`src/rtl/mem_stage.sv`:
```
// mem_stage: MEM pipeline stage; waits for data-SRAM responses, extends load data, packs the WB bus.
// Ports:
//   clk, reset            clock, synchronous active-high reset
//   es_to_ms_valid/bus    instruction from EX (130-bit field bundle, pc in the low bits)
//   ms_allowin            MEM can accept from EX this cycle
//   ws_allowin            WB can accept this cycle
//   ms_to_ws_valid/bus    instruction to WB (125 bits, load result replaces alu_result)
//   flush                 WB exception/ERET kills MEM this cycle
//   es_owed_on_flush      EX's in-flight request is also killed by this flush
//   data_sram_data_ok/rdata  in-order SRAM response
//   ms_fwd_bus            {rf_we gated by valid, dest, result} for ID bypass
//   ms_load_busy          load still waiting for its data
//   ms_ex_eret            MEM holds an exception or ERET
module mem_stage #(
    parameter int CANCEL_W = 2
) (
    input  logic          clk,
    input  logic          reset,
    input  logic          es_to_ms_valid,
    input  logic [129:0]  es_to_ms_bus,
    output logic          ms_allowin,
    input  logic          ws_allowin,
    output logic          ms_to_ws_valid,
    output logic [124:0]  ms_to_ws_bus,
    input  logic          flush,
    input  logic          es_owed_on_flush,
    input  logic          data_sram_data_ok,
    input  logic [31:0]   data_sram_rdata,
    output logic [40:0]   ms_fwd_bus,
    output logic          ms_load_busy,
    output logic          ms_ex_eret
);
    localparam int CW = CANCEL_W + 2;

    logic                ms_valid;
    logic [129:0]        bus_r;
    logic [31:0]         data_buf;
    logic                data_buf_vld;
    logic [CANCEL_W-1:0] cancel_cnt;

    logic [31:0] pc, alu_result, rdata_sel, load_val, result;
    logic [4:0]  dest;
    logic [3:0]  rf_we;
    logic [2:0]  ld_type;
    logic [7:0]  ld_byte;
    logic [15:0] ld_half;
    logic        mem_req, is_load, ex, c0_eret;
    logic        cnt_zero, ms_ready_go, accept, leave, owed_ms, cnt_dec;
    logic [CW-1:0]       cnt_sum;
    logic [CANCEL_W-1:0] cnt_next;

    assign pc         = bus_r[31:0];
    assign alu_result = bus_r[63:32];
    assign dest       = bus_r[68:64];
    assign rf_we      = bus_r[72:69];
    assign mem_req    = bus_r[73];
    assign is_load    = bus_r[74];
    assign ld_type    = bus_r[77:75];
    assign ex         = bus_r[83];
    assign c0_eret    = bus_r[95];

    assign cnt_zero    = cancel_cnt == '0;
    assign ms_ready_go = !mem_req || ex || data_buf_vld || (data_sram_data_ok && cnt_zero);
    assign ms_allowin  = !ms_valid || (ms_ready_go && ws_allowin);
    assign ms_to_ws_valid = ms_valid && ms_ready_go && !flush;
    assign leave       = ms_to_ws_valid && ws_allowin;
    // The response for this instruction arrives now (stale responses are still being drained otherwise).
    assign accept      = data_sram_data_ok && cnt_zero && ms_valid && mem_req && !ex && !data_buf_vld;
    // This instruction still owes a response that will now arrive for nobody.
    assign owed_ms     = ms_valid && mem_req && !ex && !data_buf_vld && !accept;
    assign cnt_dec     = data_sram_data_ok && !cnt_zero;

    always_comb begin
        rdata_sel = data_buf_vld ? data_buf : data_sram_rdata;
        ld_byte   = rdata_sel[{alu_result[1:0], 3'b000} +: 8];
        ld_half   = alu_result[1] ? rdata_sel[31:16] : rdata_sel[15:0];
        load_val  = ld_type == 3'd1 ? {{24{ld_byte[7]}}, ld_byte} :
                    ld_type == 3'd2 ? {24'b0, ld_byte} :
                    ld_type == 3'd3 ? {{16{ld_half[15]}}, ld_half} :
                    ld_type == 3'd4 ? {16'b0, ld_half} : rdata_sel;
        result    = is_load ? load_val : alu_result;
        cnt_sum   = {2'b00, cancel_cnt} + (flush ? CW'(owed_ms) + CW'(es_owed_on_flush) : '0) - CW'(cnt_dec);
        cnt_next  = cnt_sum > CW'({CANCEL_W{1'b1}}) ? {CANCEL_W{1'b1}} : cnt_sum[CANCEL_W-1:0];
    end

    assign ms_to_ws_bus = {bus_r[129:78], rf_we, dest, result, pc};
    assign ms_fwd_bus   = {rf_we & {4{ms_valid}}, dest, result};
    assign ms_load_busy = ms_valid && is_load && !ms_ready_go;
    assign ms_ex_eret   = ms_valid && (ex || c0_eret);

    always_ff @(posedge clk) begin
        if (reset) begin
            ms_valid     <= 1'b0;
            bus_r        <= '0;
            data_buf     <= '0;
            data_buf_vld <= 1'b0;
            cancel_cnt   <= '0;
        end else begin
            ms_valid <= flush ? 1'b0 : ms_allowin ? es_to_ms_valid : ms_valid;
            if (es_to_ms_valid && ms_allowin)
                bus_r <= es_to_ms_bus;
            if (accept && !ws_allowin)
                data_buf <= data_sram_rdata;
            data_buf_vld <= (flush || leave) ? 1'b0 : (accept && !ws_allowin) ? 1'b1 : data_buf_vld;
            cancel_cnt   <= cnt_next;
            assert (cnt_sum <= CW'({CANCEL_W{1'b1}}));
        end
    end
endmodule

```
`config.mk`:
```
export PLATFORM = sky130hd
export DESIGN_NAME = mem_stage
export DESIGN_NICKNAME = d
export VERILOG_FILES = /design/src/rtl/mem_stage.sv
export SDC_FILE = /design/constraint.sdc
export NUM_CORES = 1
export LEC_CHECK = 0
export BUFFER_PORTS_ARGS = -buffer_cell sky130_fd_sc_hd__buf_4
export CAP_MARGIN = 25
export CORE_ASPECT_RATIO = 0.8
export CORE_MARGIN = 2
export CORE_UTILIZATION = 39
export DETAILED_ROUTE_END_ITERATION = 6
export HOLD_SLACK_MARGIN = 0.06
export PLACE_DENSITY_LB_ADDON = 0.1
export SLEW_MARGIN = 20
export SYNTH_ARGS = -nofsm -noshare
export SYNTH_HDL_FRONTEND = slang
export SYNTH_SLANG_ARGS = --single-unit
```
`constraint.sdc`:
```
create_clock -name clk -period 3.6 [get_ports clk]
set_clock_uncertainty 0.05 [all_clocks]
set_input_delay 0.72 -clock clk [delete_from_list [all_inputs] [get_ports clk]]
set_output_delay 0.72 -clock clk [all_outputs]
set_load 0.005 [all_outputs]
```
==> impl_metrics.py <==
metrics = {
    "timing": {
        "fin_crit_ps": 3420,
        "finalCritPeriodShare_pct": 95.0,
        "hold_viol": 0,
        "drv_slew": 0,
        "worst_slack_ps": 180,
        "rsz0062_at_grt": "false",
        "fin_setup_tns_ps": 0,
        "max_slew_margin_pct": 54.0,
        "worstMarginPinSlew_ps": 690,
        "timing.fmax_mhz": 292,
        "hold_slack_ps": 399,
        "setup_viol": 0,
    },
    "synth": {
        "synthesis.area_mm2": 0.00897,
        "yosysSeqAreaShare_pct": 37.1,
        "synthCells": 980,
        "synth_area_leaders": "dfxtp_1 37%, mux2i_1 17%, buf_4 11%, mux4_2 7.5%, nor2_1 6.9%",
        "synth_cell_types": 43,
        "post-synth-top-area-cell": "dfxtp_1",
        "syn_nets": 1155,
        "dominantRegCellSynth": "dfxtp_1",
        "synth-seq-cells": 166,
        "synth_top_area_share_pct": 37.1,
        "synthTopCellsByCount": "166 x dfxtp_1, 164 x nor2_1, 156 x mux2i_1",
        "yosysMostFrequentCell": "dfxtp_1",
        "async_reset_ff_share_pct": 0,
        "syn_avg_cell_area_um2": 9.15,
        "synth-edff-count": 0,
        "ys_warn_count": 0,
    },
    "hold_path": {
        "min_path_type": "reg2reg",
    },
    "placement": {
        "gp_congestion": 0.826,
        "port_buffers": 338,
        "placedCellCount": 1442,
        "pre_cts_ws_ps": 409,
        "hpwl_mm": 17.8,
    },
    "critical_path": {
        "crit_path_start_kind": "register",
        "path_class": "reg2out",
        "cp_data_required_time_ps": 2830,
        "crit_path_end_kind": "output pin",
        "crit_arrival_ps": 2650,
        "critPathMaxFanout": 23,
    },
    "detailed_routing": {
        "wl_met3_mm": 2.30,
        "avgViaCountPerCell": 4.83,
        "wl_per_cell_um": 16.9,
        "first_iter_violations": 523,
        "antenna_left": 0,
        "route.met2.wl_mm": 11.0,
        "dr.max_layer_used": "met5",
        "drt_drc_violations_left": 0,
        "via_count": 7141,
        "first_pass_iters": 4,
        "met1_length_mm": 11.2,
        "drt-total-wl_mm": 24.9,
    },
    "clock_tree": {
        "clockRootBuffer": "clkbuf_16",
        "clk_pin_slew_ps": 70,
        "cts_tree": "yes",
        "insertion_delay_ps": 430,
        "cts_buffers": 17,
        "cts.htree.levels": 4,
        "cts.sink_count": 166,
        "clockBufferDepth": 2,
    },
    "power_and_ir_drop": {
        "swShare_pct": 27.5,
        "peakVddDrop_uv": 325,
        "p_comb_share_pct": 18.5,
        "p_int_mw": 3.51,
        "cellPowerDensity_mw_per_mm2": 426,
        "p_seq_share_pct": 41.3,
        "power.switching_mw": 1.33,
        "p_leak_nw": 5.23,
        "clkPwrFrac_pct": 40.2,
    },
    "finish": {
        "area_growth_pct": 26.8,
        "multi_input_area_mm2": 0.00419,
        "final_util_pct": 50.5,
        "nets": 1335,
        "drive_gt1_share_pct": 36.9,
        "register_area_mm2": 0.00333,
        "antenna_cells": 0,
        "finalNonFillerCells": 1479,
        "n_fill_cell": 2161,
    },
    "die": {
        "die_x_um": 174,
        "start_util_pct": 39.9,
        "num_rows": 49,
        "die_h_um": 140,
        "die_area_mm2": 0.0242,
        "core_region_area_mm2": 0.0225,
        "io_pins": 339,
    },
    "run_status": {
        "status": "finished clean",
    },
    "grt": {
        "grt_usage_pct": 20.4,
        "grt_pass1_vias": 6862,
        "grt_max_degree": 132,
        "antenna_found_initial": 1,
        "grt_overflow_total": 0,
        "grt_pass1_wl_mm": 38.9,
    },
    "job": {
        "max_cap_viol_count": 0,
    },
}
[cell families after synthesis]
family,Yosys count,share of synthesized area (%)
multiplexers,187,25.1
buffers and inverters,219,16.3
AND/OR/NAND/NOR,295,13.4
AO/OA/AOI/OAI,106,7.16
flip-flops,166,37.1
XOR/XNOR,1,0.0977
adder cells (fa/ha/maj),6,0.921
[layer usage]
metal | vias to the layer above | GRT usage (%)
met2 | 277 | 31.1
met3 | 26 | 6.67
met4 | 2 | 6.33
met5 | - | 0
met1 | 3302 | 27.5
li1 | 3534 | -
[area by class of cell]
type,instances,share of cell area [%]
clock buffer,18,3.86
clock inverter,14,1.56
inverter,20,0.660
multi-input combinational,595,36.9
sequential,166,29.3
tap,306,3.37
timing repair buffer,360,24.4
[final timing paths]
path                              startpoint               end  slack, ps  depth (start not counted)
worst max-delay path               bus_r[75]  ms_to_ws_bus[37]        180                          8
worst min-delay path            data_buf[14]      data_buf[14]        400                          2
worst max register to register  data_buf_vld     cancel_cnt[1]        840                         11
worst min register to register  data_buf[14]      data_buf[14]        400                          2
[stage by stage]
step / cell area, µm² / total power [mW]
after global routing: 11400 / 5.08
final: 11400 / 4.84
after global placement: 10700 / 2.94
after CTS: 11400 / 4.90
after floorplan: 8970 / 2.61
after detailed placement: 10700 / 2.94
[cells in the final DEF (no fill, tap or decap), types with 5 or more instances in the layout]
master / instances
o221ai_1: 14
clkbuf_16: 17
mux4_2: 30
inv_6: 8
nand2_1: 97
and2_1: 5
buf_4: 354
mux2i_1: 156
dfxtp_1: 163
nor2b_1: 9
o21ai_0: 10
buf_12: 6
nor2_1: 164
a21oi_1: 69
inv_1: 20
ha_1: 5
[sequential cells by signal, indices dropped and copies added, names as in the netlist]
signal	cells
cancel_cnt	2
data_buf_vld	1
data_buf	32
ms_valid	1
bus_r	130
[critical path, cell delays in order (launching register included)]
cell and delay [ps]:
dfxtp_1 320, buf_4 220, nor2b_1 220, o2bb2ai_4 150
buf_12 150, mux4_2 480, a21oi_1 360, nor2_1 150
buf_4 160
[repair_timing]
action	4_1_cts	5_1_grt
gates resized for setup	0	1
setup buffers	5	0
pin swaps	1	0
hold buffers	0	0
endpoints found under the setup margin	2	36
[power by group through the flow]
stage               logic [mW]  clock network (mW)  registers, mW
finish                   0.898                1.95           2.00
global route             0.990                2.07           2.01
global placement         0.894                   0           2.04
floorplan                0.597                   0           2.02
CTS                      0.908                1.99           2.00
detailed placement       0.901                   0           2.04
(Power assumes the default switching activity.)
